### src/rtl/selector_scan_sequencer.sv
// Address walker feeding the one-hot selector: issues base, base+stride, ...
// for a latched count, advancing only on accepted transfers.
module selector_scan_sequencer #(
  parameter int unsigned ADDR_W = 12,
  parameter int unsigned CNT_W  = 13
) (
  input  logic              clk,
  input  logic              rst_n,
  input  logic              start,
  input  logic [ADDR_W-1:0] base,
  input  logic [ADDR_W-1:0] stride,
  input  logic [CNT_W-1:0]  count,
  input  logic              abort,
  input  logic              addr_ready,
  output logic [ADDR_W-1:0] addr,
  output logic              en,
  output logic              busy,
  output logic              done,
  output logic [CNT_W-1:0]  issued
);

  typedef enum logic [1:0] {
    ST_IDLE = 2'd0,
    ST_RUN  = 2'd1,
    ST_DONE = 2'd2
  } state_e;

  state_e              state_q, state_d;
  logic [ADDR_W-1:0]   addr_q, addr_d;
  logic [ADDR_W-1:0]   stride_q, stride_d;
  logic                en_q, en_d;
  logic                busy_q, busy_d;
  logic                done_q, done_d;
  logic [CNT_W-1:0]    issued_q, issued_d;
  logic [CNT_W-1:0]    remaining_q, remaining_d;
  logic                xfer;

  assign xfer = en_q & addr_ready;

  // Next-state and registered-output computation
  always_comb begin
    state_d     = state_q;
    addr_d      = addr_q;
    stride_d    = stride_q;
    en_d        = en_q;
    busy_d      = busy_q;
    done_d      = 1'b0;
    issued_d    = issued_q;
    remaining_d = remaining_q;

    case (state_q)
      ST_IDLE: begin
        if (start) begin
          issued_d = '0;
          if (count != '0) begin
            addr_d      = base;
            stride_d    = stride;
            remaining_d = count;
            en_d        = 1'b1;
            busy_d      = 1'b1;
            state_d     = ST_RUN;
          end else begin
            done_d  = 1'b1;
            state_d = ST_DONE;
          end
        end
      end

      ST_RUN: begin
        if (xfer) begin
          issued_d    = issued_q + CNT_W'(1);
          remaining_d = remaining_q - CNT_W'(1);
        end
        // Abort wins over both advancing and completing
        if (abort) begin
          en_d    = 1'b0;
          busy_d  = 1'b0;
          state_d = ST_IDLE;
        end else if (xfer) begin
          if (remaining_q == CNT_W'(1)) begin
            en_d    = 1'b0;
            busy_d  = 1'b0;
            done_d  = 1'b1;
            state_d = ST_DONE;
          end else begin
            addr_d = addr_q + stride_q;
          end
        end
      end

      ST_DONE: begin
        state_d = ST_IDLE;
      end

      default: begin
        state_d = ST_IDLE;
      end
    endcase
  end

  always_ff @(posedge clk or negedge rst_n) begin
    if (!rst_n) begin
      state_q     <= ST_IDLE;
      addr_q      <= '0;
      stride_q    <= '0;
      en_q        <= 1'b0;
      busy_q      <= 1'b0;
      done_q      <= 1'b0;
      issued_q    <= '0;
      remaining_q <= '0;
    end else begin
      state_q     <= state_d;
      addr_q      <= addr_d;
      stride_q    <= stride_d;
      en_q        <= en_d;
      busy_q      <= busy_d;
      done_q      <= done_d;
      issued_q    <= issued_d;
      remaining_q <= remaining_d;
    end
  end

  assign addr   = addr_q;
  assign en     = en_q;
  assign busy   = busy_q;
  assign done   = done_q;
  assign issued = issued_q;

endmodule

### config.mk
export PLATFORM = sky130hd
export DESIGN_NAME = selector_scan_sequencer
export DESIGN_NICKNAME = d
export VERILOG_FILES = /design/src/rtl/selector_scan_sequencer.sv
export SDC_FILE = /design/constraint.sdc
export NUM_CORES = 1
export LEC_CHECK = 0
export CAP_MARGIN = 20
export CELL_PAD_IN_SITES_DETAIL_PLACEMENT = 0
export CELL_PAD_IN_SITES_GLOBAL_PLACEMENT = 2
export CORE_ASPECT_RATIO = 0.6
export CORE_UTILIZATION = 32
export DETAILED_ROUTE_END_ITERATION = 8
export PLACE_DENSITY_LB_ADDON = 0.1
export SLEW_MARGIN = 20
export SYNTH_ARGS = -nofsm -noshare
export SYNTH_HDL_FRONTEND = slang
export SYNTH_SLANG_ARGS = --single-unit
### constraint.sdc
create_clock -name clk -period 2.9 [get_ports clk]
set_input_delay 0.58 -clock clk [delete_from_list [all_inputs] [get_ports clk]]
set_output_delay 0.58 -clock clk [all_outputs]
set_load 0.01 [all_outputs]
# ---- After elaboration in Yosys (flattened, before gate mapping)
# Cells that the tools add are included.
dict set report classes {
  n_addsub 3
  n_reduce_logical 9
  mux 31
  n_bitwise 1
  n_eq_ne 9
}
# cell n
set ops {}
lappend ops {{$mux W13} 5}
lappend ops {{$mux W12} 5}
lappend ops {{$pmux W13 S2} 2}
lappend ops {{$pmux W12 S2} 1}
lappend ops {{$add A13 B1 Y13 const B} 1}
lappend ops {{$eq A13 B1 Y1 const B} 1}
lappend ops {{$reduce_bool A13 Y1} 1}
lappend ops {{$sub A13 B1 Y13 const B} 1}
lappend ops {{$add A12 B12 Y12} 1}
lappend ops {{$mux W1} 10}
lappend ops {{$mux W2} 5}
lappend ops {{$ne A2 B2 Y1 const B} 5}
lappend ops {{$reduce_and A3 Y1} 3}
lappend ops {{$ne A3 B3 Y1 const B} 2}
lappend ops {{$reduce_and A6 Y1} 1}
lappend ops {{$reduce_and A5 Y1} 1}
lappend ops {{$pmux W1 S2} 2}
lappend ops {{$pmux W2 S2} 1}
lappend ops {{$reduce_and A4 Y1} 1}
lappend ops {{$eq A2 B1 Y1 const B} 1}
lappend ops {{$logic_not A2 Y1} 1}
lappend ops {{$reduce_bool A2 Y1} 1}
lappend ops {{$and A1 B1 Y1} 1}
dict set report totals {
  wordCells 60
  in_bits 42
  regBits 54
}

# ---- Depth between registers and ports, before layout
dict set report logic_depth {
  word_depth 5
  mapped_depth 9
  mapped_depth_nobuf 9
}

# ---- Least setup slack after synthesis
# Ideal clock, no wire load.
dict set report synth_path {
  path_type {reg2reg}
  startpoint {register addr_q[0], in the netlist addr[0]}
  endpoint {register addr_q[6], in the netlist addr[6]}
  setup_slack_ns 0.863
  t_arrival_ns 1.948
  t_required_ns 2.812
  stages_incl_launch_ff 10
  n_path_buf 0
  cell_sequence {dfrtp_1 > ha_1 > inv_1 > fa_1 > nor2b_1 > o31a_1 > o21a_1 > nor2_1 > or3_1 > a41oi_1}
}
dict set report synth_via {
  elab_chain_len 5
}
# element line_no
set synth_rtl {}
lappend synth_rtl {{start, declared} 29} ;# logic [ADDR_W-1:0] addr_q, addr_d;
lappend synth_rtl {{start signal, assigned} 113} ;# addr_q <= addr_d;
lappend synth_rtl {{$add A12 B12 Y12} 86} ;# addr_d = addr_q + stride_q;
lappend synth_rtl {{$mux W12} 80} ;# if (remaining_q == CNT_W'(1)) begin
lappend synth_rtl {{$mux W12} 79} ;# end else if (xfer) begin
lappend synth_rtl {{$mux W12} 75} ;# if (abort) begin
lappend synth_rtl {{$pmux W12 S2} 51} ;# case (state_q)
# No other way between the ends. The select of a mux whose other input is x is not followed.
# A chain may end at the register's enable or synchronous reset.

# ---- Worst setup path in the final report
dict set report layout_path {
  startpoint {input port start}
  endpoint {register issued_q[12], in the netlist issued[12]}
}
dict set report layout_via {
  elab_chain_len 2
}
# element line_no
set layout_rtl {}
lappend layout_rtl {{start, declared} 9} ;# input logic start,
lappend layout_rtl {{$ne A2 B2 Y1 (no source line)} n/a}
lappend layout_rtl {{$reduce_and A3 Y1 (no source line)} n/a}
lappend layout_rtl {{end signal, assigned} 118} ;# issued_q <= issued_d;
lappend layout_rtl {{end, declared} 34} ;# logic [CNT_W-1:0] issued_q, issued_d;
# No other way between the ends.

==> flow_summary.json <==
{
  "total_power_uw": 3340,
  "tns_ps": 0,
  "vias": 2749,
  "finalHoldViolCount": 0,
  "syn_inst": 351,
  "critPathMaxFanout": 15,
  "max-cap-violations": 0,
  "cts_resized": 0,
  "arrival_ps": 2560,
  "routed_wl_um": 8510,
  "vias_per_cell": 5.00,
  "grt_pass1_wl_um": 13800,
  "synth_fp_nets": 408,
  "drc": 0,
  "antenna_left": 0,
  "rsz0062_at_grt": "false",
  "port_buffers": 69,
  "antenna_found_initial": 0,
  "status": "complete, no violations",
  "post_cts_buffers": 0,
  "skew_ps": 7.21,
  "area_delta_synth_final_pct": 32.0,
  "tritoncts": "yes",
  "die_w_um": 130,
  "syn_area_per_cell_um2": 8.90,
  "postCtsHoldBufs": 0,
  "final_layout_size_suffix_gt1_share_pct": 8.33,
  "critPathKind": "primary input to register",
  "ir_drop_mv": 0.355,
  "startpoint_type": "primary input",
  "drv_slew": 0,
  "hold_class": "primary input to async pin",
  "root_buffer": "clkbuf_16",
  "synthDistinctLibCells": 45,
  "io-pin-count": 70,
  "fin_crit_sh_pct": 81.5,
  "cts_max_path_buffers": 2,
  "worst_pin_slew_ps": 721,
  "final_common_cell": "clkdlybuf4s50_1",
  "clkTransAtPathRegs_ps": 80,
  "synth_edf_count": 0,
  "synth.ff_latch_count": 54,
  "layout_common_cells": "68 x clkdlybuf4s50_1, 54 x dfrtp_1, 49 x nor2_1",
  "clkLatencyLatePin_ps": 300,
  "htreeDepth": 2,
  "cts_sinks": 54,
  "coreArea_um2": 9320,
  "grt_pass1_vias": 2588,
  "initial_core_util_pct": 33.5,
  "grt_max_degree": 55,
  "yosys_warnings": 0,
  "synth-async-reset-ratio_pct": 100,
  "p_per_area_nw_per_um2": 811,
  "diodes": 0,
  "critPathRequiredTime_ps": 3090,
  "drt_first_iter_violations": 157,
  "p_leak_uw": 0.00167,
  "endpoint_kind": "register",
  "finalCriticalPeriod_ps": 2360,
  "dieArea_um2": 10200,
  "holdWs_ps": 418,
  "grt_remaining_overflow": 0,
  "gp_congestion": 0.710,
  "final-setup-viol-count": 0,
  "dp_hpwl_um": 6230,
  "die_y_um": 78.5,
  "fmax_mhz": 423,
  "yosys_most_used_dff": "dfrtp_1",
  "synth_area_um2": 3120,
  "track_usage_pct": 17.9,
  "row_count": 27,
  "numCtsBuffers": 5,
  "synth-seq-area-share_pct": 43.3,
  "slew_headroom_pct": 51.9,
  "nFillCells": 940,
  "fin_nets": 476,
  "firstDrtPassIters": 4,
  "wl_per_cell_um": 15.5
}
==> final timing paths <==
path / end / cells past startpoint / start / slack, ps
worst max register to register: addr[10] / 9 / addr[0] / 560
worst max-delay path: issued[12] / 8 / start / 540
max in group asynchronous: remaining_q[2] / 2 / rst_n / 2010
worst min register to register: remaining_q[11] / 2 / remaining_q[11] / 520
worst min-delay path: addr[8] / 2 / rst_n / 420
min in group clk: remaining_q[11] / 2 / remaining_q[11] / 520
==> state kept, by name, indices dropped and copies added (netlist names) <==
register     cells
issued          13
remaining_q     13
done             1
busy             1
state_q          2
stride_q        12
addr            12
==> logic make-up (layout without fill, tap and decap cells) <==
logic type / count (synthesis) / after routing / share of synthesized area, %
compound gates: 96 / 96 / 18.2
xor+xnor: 14 / 14 / 3.93
fa+ha+maj: 15 / 15 / 6.25
buf+inv: 26 / 95 / 3.45
flops: 54 / 54 / 43.3
mux: 15 / 15 / 5.37
simple gates: 131 / 131 / 19.5
==> per-layer routing <==
layer / track usage [%] / part of all wire [%] / vias up / wire, um
met3: 3.89 / 5.7 / 8 / 482
met2: 23.0 / 36 / 67 / 3060
met1: 28.9 / 57 / 1294 / 4880
met4: 4.53 / 0.95 / 0 / 81
met5: 0 / 0 / - / 0
li1: - / - / 1380 / -
==> synthesized netlist by cell type (4+ instances only) <==
cell | n | share of area [%]
nor2_1 | 49 | 5.9
a31oi_1 | 5 | 1.0
dfrtp_1 | 54 | 43
xor2_1 | 4 | 1.1
nor3_1 | 10 | 1.6
or3_1 | 4 | 0.80
nor2b_1 | 4 | 0.80
mux2_2 | 14 | 5.0
o21ai_0 | 32 | 5.1
inv_1 | 9 | 1.1
xnor2_1 | 10 | 2.8
a22oi_1 | 5 | 1.2
ha_1 | 14 | 5.6
nand4_1 | 5 | 1.0
clkbuf_1 | 13 | 1.6
nand3_1 | 7 | 1.1
a21oi_1 | 30 | 4.8
nand2_1 | 37 | 4.4
==> power breakdown <==
| group | total (uW) | internal (uW) | switching [uW] |
|---|---|---|---|
| sequential | 1180 | 962 | 215 |
| combinational | 1540 | 756 | 784 |
| clock | 628 | 326 | 302 |
==> worst max-delay path: stages <==
cell and delay, ps:
clkdlybuf4s50_1 500, nor3b_4 210, buf_4 240, nor2_1 110, or3_4 420, nor3_1 270
xnor2_1 160, nor2_1 60
==> area by class of cell <==
class	instances	area (um^2)	area share (%)
clock inverter	3	25.0	0.607
inverter	9	33.8	0.819
multi-input combinational	271	1670	40.5
timing repair buffer	78	753	18.3
sequential	54	1350	32.8
clock buffer	5	125	3.03
tap	130	163	3.95
==> through the flow <==
stage	std cells	utilization, %	worst slack, ps	area, um^2
after floorplan	351	-	863	3120
after global placement	542	42.5	153	3970
after detailed placement	542	42.5	94.6	3970
after CTS	550	44.1	420	4120
after global routing	550	44.2	308	4120
final	550	44.2	535	4120
Power figures use the tool's default switching activity.
